$ cat src/rtl/rca_serial_ctrl.sv
// Word-serial sequencer around a WIDTH-bit ripple-carry slice: chains the slice carry
// across the words of a packet. Optional signed overflow output: define RCA_SERIAL_OVF_EN.
module rca_serial_ctrl #(
    parameter int WIDTH     = 3,
    parameter int MAX_WORDS = 16
) (
    input  logic                               i_clk,
    input  logic                               i_rst,
    input  logic                               i_valid,
    output logic                               o_ready,
    input  logic [WIDTH-1:0]                   i_a,
    input  logic [WIDTH-1:0]                   i_b,
    input  logic                               i_c,
    input  logic                               i_last,
    output logic [WIDTH-1:0]                   o_add_a,
    output logic [WIDTH-1:0]                   o_add_b,
    output logic                               o_add_c,
    input  logic [WIDTH-1:0]                   i_add_sum,
    input  logic                               i_add_c,
    output logic                               o_valid,
    input  logic                               i_ready,
    output logic [WIDTH-1:0]                   o_sum,
    output logic                               o_last,
    output logic                               o_cout,
    output logic                               o_trunc,
`ifdef RCA_SERIAL_OVF_EN
    output logic                               o_ovf,
`endif
    output logic [$clog2(MAX_WORDS+1)-1:0]     o_words
);

    localparam int CW = $clog2(MAX_WORDS + 1);

    typedef enum logic [0:0] {
        ST_FIRST = 1'b0,
        ST_RUN   = 1'b1
    } state_t;

    state_t          r_state;
    state_t          w_state_nxt;
    logic            r_valid;
    logic [WIDTH-1:0] r_sum;
    logic            r_last;
    logic            r_cout;
    logic            r_trunc;
    logic            r_carry;
    logic [CW-1:0]   r_words;

    logic            w_accept;
    logic            w_xfer;
    logic            w_force;
    logic            w_is_last;
    logic [CW-1:0]   w_words_nxt;

`ifdef RCA_SERIAL_OVF_EN
    logic            r_ovf;

    function automatic logic ovf_f(input logic [WIDTH-1:0] a,
                                   input logic [WIDTH-1:0] b,
                                   input logic [WIDTH-1:0] s);
        return (a[WIDTH-1] == b[WIDTH-1]) && (s[WIDTH-1] != a[WIDTH-1]);
    endfunction

    assign o_ovf = r_ovf;
`endif

    // One-deep output buffer: a word may enter whenever the current one leaves.
    assign o_ready  = !r_valid || i_ready;
    assign w_accept = i_valid && o_ready;
    assign w_xfer   = r_valid && i_ready;

    assign o_add_a  = i_a;
    assign o_add_b  = i_b;
    assign o_valid  = r_valid;
    assign o_sum    = r_sum;
    assign o_last   = r_last;
    assign o_cout   = r_cout;
    assign o_trunc  = r_trunc;
    assign o_words  = r_words;

    // State register.
    always_ff @(posedge i_clk) begin
        if (i_rst) begin
            r_state <= ST_FIRST;
        end else begin
            r_state <= w_state_nxt;
        end
    end

    // Next-state logic.
    always_comb begin
        w_state_nxt = r_state;
        case (r_state)
            ST_FIRST: begin
                if (w_accept && !w_is_last) begin
                    w_state_nxt = ST_RUN;
                end else begin
                    w_state_nxt = ST_FIRST;
                end
            end
            ST_RUN: begin
                if (w_accept && w_is_last) begin
                    w_state_nxt = ST_FIRST;
                end else begin
                    w_state_nxt = ST_RUN;
                end
            end
            default: w_state_nxt = ST_FIRST;
        endcase
    end

    // Slice carry-in select and beat classification; FIRST masks the stale carry.
    always_comb begin
        o_add_c     = i_c;
        w_words_nxt = {{(CW-1){1'b0}}, 1'b1};
        case (r_state)
            ST_FIRST: begin
                o_add_c     = i_c;
                w_words_nxt = {{(CW-1){1'b0}}, 1'b1};
            end
            ST_RUN: begin
                o_add_c     = r_carry;
                w_words_nxt = r_words + {{(CW-1){1'b0}}, 1'b1};
            end
            default: begin
                o_add_c     = i_c;
                w_words_nxt = {{(CW-1){1'b0}}, 1'b1};
            end
        endcase
        w_force   = (r_state == ST_RUN) && !i_last && (w_words_nxt == CW'(MAX_WORDS));
        w_is_last = i_last || w_force;
    end

    // Output buffer and carry register; accept takes priority over a plain drain.
    always_ff @(posedge i_clk) begin
        if (i_rst) begin
            r_valid <= 1'b0;
            r_sum   <= {WIDTH{1'b0}};
            r_last  <= 1'b0;
            r_cout  <= 1'b0;
            r_trunc <= 1'b0;
            r_carry <= 1'b0;
            r_words <= {CW{1'b0}};
`ifdef RCA_SERIAL_OVF_EN
            r_ovf   <= 1'b0;
`endif
        end else if (w_accept) begin
            r_valid <= 1'b1;
            r_sum   <= i_add_sum;
            r_last  <= w_is_last;
            r_cout  <= w_is_last && i_add_c;
            r_trunc <= w_force;
            r_carry <= i_add_c;
            r_words <= w_words_nxt;
`ifdef RCA_SERIAL_OVF_EN
            r_ovf   <= w_is_last && ovf_f(i_a, i_b, i_add_sum);
`endif
        end else if (w_xfer) begin
            r_valid <= 1'b0;
        end
    end

endmodule

$ cat config.mk
export PLATFORM = sky130hd
export DESIGN_NAME = rca_serial_ctrl
export DESIGN_NICKNAME = d
export VERILOG_FILES = /design/src/rtl/rca_serial_ctrl.sv
export SDC_FILE = /design/constraint.sdc
export NUM_CORES = 1
export LEC_CHECK = 0
export ABC_AREA = 1
export CAP_MARGIN = 5
export CORE_UTILIZATION = 40
export DETAILED_ROUTE_END_ITERATION = 16
export PLACE_DENSITY = 0.8
export SLEW_MARGIN = 15
export SYNTH_ARGS = -nofsm -noshare
export SYNTH_HDL_FRONTEND = slang
export SYNTH_SLANG_ARGS = --single-unit
$ cat constraint.sdc
create_clock -name i_clk -period 2 [get_ports i_clk]
set_input_delay 0.2 -clock i_clk [delete_from_list [all_inputs] [get_ports i_clk]]
set_output_delay 0.2 -clock i_clk [all_outputs]
set_load 0.05 [all_outputs]
Word level (Yosys, flattened, before mapping)
Cells that the tools add are included.
{ "word_totals": {"elab_cells": 31, "reg_bits": 14, "out_inout_bits": 20, "in_bits": 16} }
{ "classes": {"reduce_logical": 13, "n_eq_ne": 1, "n_mux": 7, "n_bitwise": 1, "n_addsub": 1} }
{ "op_table": {"columns": ["cell", "count"], "rows": [
  ["$pmux W5 S2", 1],
  ["$logic_and A1 B1 Y1", 7],
  ["$add A5 B1 Y5 const B", 1],
  ["$eq A5 B5 Y1 const B", 1],
  ["$mux W1", 4],
  ["$pmux W1 S2", 2],
  ["$logic_not A1 Y1", 3],
  ["$logic_or A1 B1 Y1", 2],
  ["$reduce_bool A2 Y1", 1],
  ["$not A1 Y1", 1]
]} }

Longest topological paths before layout
{ "depth": {"ltp_word": 9, "depth_mapped": 9, "ltp_nobuf": 9} }

Worst setup path before layout
No wires, ideal clock.
{ "synth_timing": {"path_kind": "reg-to-reg", "start": "register r_valid, in the netlist o_valid", "end": "register r_trunc, in the netlist o_trunc", "period_less_slack_ns": 1.785, "t_required_ns": 1.880, "arrival_ns": 1.665, "path_stages_with_launch": 7, "path_slack_ns": 0.215, "cell_sequence": "dfxtp_1 > nand2_1 > nand2_1 > inv_1 > buf_4 > o21ai_0 > a21oi_1"} }
{ "synth_between": {"elab_chain_len": 3} }
{ "synth_rtl": {"columns": ["item", "line_no", "source"], "rows": [
  ["from (decl)", "41", "logic r_valid;"],
  ["from (signal assigned)", "137", "r_valid <= 1'b0;"],
  ["from (signal assigned)", "148", "r_valid <= 1'b1;"],
  ["from (signal assigned)", "159", "r_valid <= 1'b0;"],
  ["$logic_not A1 Y1", "68", "assign o_ready = !r_valid || i_ready;"],
  ["$logic_or A1 B1 Y1", "68", null],
  ["named net o_ready", "10", "output logic o_ready,"],
  ["$logic_and A1 B1 Y1", "69", "assign w_accept = i_valid && o_ready;"],
  ["to (signal assigned)", "152", "r_trunc <= w_force;"],
  ["to (decl)", "45", "logic r_trunc;"]
]} }
The timed path passes the listed nets, and every way through them passes these cells.
A chain may end at the register's enable or synchronous reset.

Worst setup path after layout
{ "layout_timing": {"start": "register r_words[0], in the netlist o_words[0]", "end": "output o_words[0]"} }
{ "layout_rtl": {"columns": ["item", "line_no", "source"], "rows": [
  ["from (decl)", "47", "logic [CW-1:0] r_words;"],
  ["from (signal assigned)", "143", "r_words <= {CW{1'b0}};"],
  ["from (signal assigned)", "154", "r_words <= w_words_nxt;"],
  ["to (decl)", "29", "output logic [$clog2(MAX_WORDS+1)-1:0] o_words"]
]} }
No word-level cell between the ends.

==> impl_metrics.tcl <==
set metrics [dict create \
    max_cap_viol_count 0 \
    tritoncts "yes" \
    drive_gt1_share_pct 10.19 \
    internal_power_mw 0.4189 \
    syn_area_um2 665.6 \
    io-pin-count 36 \
    clock_tree.buffer_depth 2 \
    synth_top_cell_by_area "sky130_fd_sc_hd__dfxtp_1" \
    clock_power_share_pct 25.3 \
    p_leak_nw 0.3579 \
    final_min_period_over_clock_period_pct 87.64 \
    layout_setup_ws_ns 0.2472 \
    report.final.slew_viol_count 0 \
    timing.critical_path.to_type "output pin" \
    worstPathMaxFanout 7 \
    crit_chain "clkdlybuf4s50_1" \
    most_frequent_cells_in_the_layout "sky130_fd_sc_hd__clkdlybuf4s50_1, sky130_fd_sc_hd__nand2_1, sky130_fd_sc_hd__dfxtp_1, sky130_fd_sc_hd__nor2_1" \
    comb_power_share_pct 24.1 \
    yosys-top-cells-area "sky130_fd_sc_hd__dfxtp_1, sky130_fd_sc_hd__nand2_1, sky130_fd_sc_hd__buf_4" \
    antenna_cells_inserted 0 \
    crit_arrival_ns 1.55 \
    hold-worst-slack_ns 0.4000 \
    slew_headroom_pct 66.71 \
    netlist_instances 91 \
    die_w_um 42.80 \
    yosysWarningCount 0 \
    design.core.area_um2 1524 \
    path_depth 1 \
    r2r.worst_path.cells 7 \
    clock_skew_ns 0.006293 \
    numPortBuffers 23 \
    route.detailed.vias_per_inst 4.952 \
    period_needed_ns 1.753 \
    cts_repair_resize_count 0 \
    cellPowerDensity_nw_per_um2 695.3 \
    floorplan.die.height_um 42.80 \
    cts_root_buf "sky130_fd_sc_hd__clkbuf_4" \
    violation_count_after_the_first_detailed_route_iteration 7 \
    wp_buf_inv 1 \
    antenna_found_initial 0 \
    synthDistinctLibCells 17 \
    start_util_pct 43.68 \
    clkLatencyLatePin_ns 0.27 \
    post-place-cells 121 \
    worstMarginPinSlew_ns 0.4978 \
    vias_in_the_first_global_route 544 \
    overall_routing_resource_usage_pct 15.76 \
    rsz0062_at_grt "no" \
    fin_total_pwr_mw 0.6063 \
    cts_buffers 3 \
    ant_nets 0 \
    worst_path_largest_cell_delay_ns 0.84 \
    worst_path_max_delay_cell "sky130_fd_sc_hd__clkdlybuf4s50_1" \
    cts.repair_timing.setup_buffer_count 0 \
    finalSetupViolCount 0 \
    top_area_cell_type_share_of_the_netlist_area_pct 42.11 \
    finalWeightedCongestion 0.7352 \
    number_of_optimization_iterations_in_the_first_detailed_route_pass 4 \
    vdd_ir_drop_max_mv 0.4097 \
    synth-seq-cells 14 \
    htreeDepth 1 \
    die-area_um2 1831 \
    routed_wl_per_cell_um 10.40 \
    num_vias 614 \
    p_sw_share_pct 30.91 \
    setup_total_negative_slack_ns 0 \
    placement_rows 14 \
    cpLargestDelayFamily "buffers and inverters" \
    power_frac_seq_pct 50.6 \
    synthToLayoutAreaGrowth_pct 31.02 \
    post-dp-hpwl_um 1004 \
    final_common_cell "sky130_fd_sc_hd__clkdlybuf4s50_1" \
    syn_nets 108 \
    clock_sink_count 14 \
    average_instance_area_after_synthesis_um2 7.315 \
    setup.worst_path.start_class "flop" \
    worstSetupPathType "flop to output pin" \
    fill_cells 149 \
    sequential_share_of_the_synthesized_area_pct 42.11 \
    place_worst_setup_slack_ns 0.3769 \
    grt_pass1_wl_um 2139 \
    grt_start_max_net_pins 16 \
    cts.reportedPaths.clkPinSlew_ns 0.07 \
    fmax_ghz 0.5705 \
    final_hold_viol_count 0 \
    wirelength_um 1289 \
    critPathRequiredTime_ns 1.80 \
    fin_nets 127 \
    drt_drc_violations_left 0 \
    run_status "finished clean" \
    cts.hold.buffers_added 0 \
    min_path_cells 0 \
    globalRouteOverflowTotal 0 \
    hp-class "primary input to output pin" \
    p_switching_mw 0.1874 \
    final-instance-count-excl-fill 124 \
]
final timing paths:
path              startpoint          to  slack (ns)
hold reg to reg      r_carry     r_carry        0.48
setup / recovery  o_words[0]  o_words[0]        0.25
hold / removal        i_a[1]  o_add_a[1]        0.40
setup reg to reg  o_words[0]        flop        0.58
per-layer routing:
layer,routed length [µm],vias up,GRT usage (%)
met5,0,-,0
met4,13,0,9.375
met3,87,2,5.532
met2,633,19,25.76
met1,554,275,17.32
li1,-,318,-
cell families after synthesis:
group | after synthesis | share of synthesized area, %
AOI/OAI and AO/OA | 16 | 12.78
adders and majority gates | 1 | 1.879
buffers and inverters | 18 | 14.85
DFF | 14 | 42.11
muxes | 1 | 1.692
and+or+nand+nor | 41 | 26.69
power by group through the flow:
stage / registers, mW / clock network [mW] / logic, mW
final: 0.307 / 0.154 / 0.146
after detailed placement: 0.313 / 0 / 0.146
after global routing: 0.309 / 0.172 / 0.156
after global placement: 0.313 / 0 / 0.144
after CTS: 0.307 / 0.157 / 0.147
after floorplan: 0.355 / 0 / 0.0841
state kept, by name (all words and copies together), names as in the netlist, named ones only:
name / cells
o_cout: 1
o_valid: 1
o_trunc: 1
r_carry: 1
o_sum: 3
o_last: 1
o_words: 5
synth_stat cells, drive strengths merged:
cell type,n
nand2,19
dfxtp,14
nor2,14
a21oi,9
buf,9
inv,8
nand3,7
o21ai,6
a31oi,1
clkbuf,1
ha,1
mux2,1
nand4,1
final cells by class:
cell class | count | area, µm² | share of cell area [%]
multi-input cells | 59 | 286.5 | 32.86
flip-flops and latches | 14 | 280.3 | 32.14
repair buffers | 24 | 232.7 | 26.69
inverters | 8 | 30.03 | 3.443
clock buffers | 3 | 22.52 | 2.582
well taps | 16 | 20.02 | 2.296
stage by stage:
stage          util (%)  area (µm²)
3_5_place_dp      55.75       849.6
6_report          57.23       872.1
4_1_cts           57.23       872.1
3_3_place_gp      55.75       849.6
5_1_grt           57.23       872.1
2_1_floorplan         -       665.6
Power figures use the tool's default switching activity.
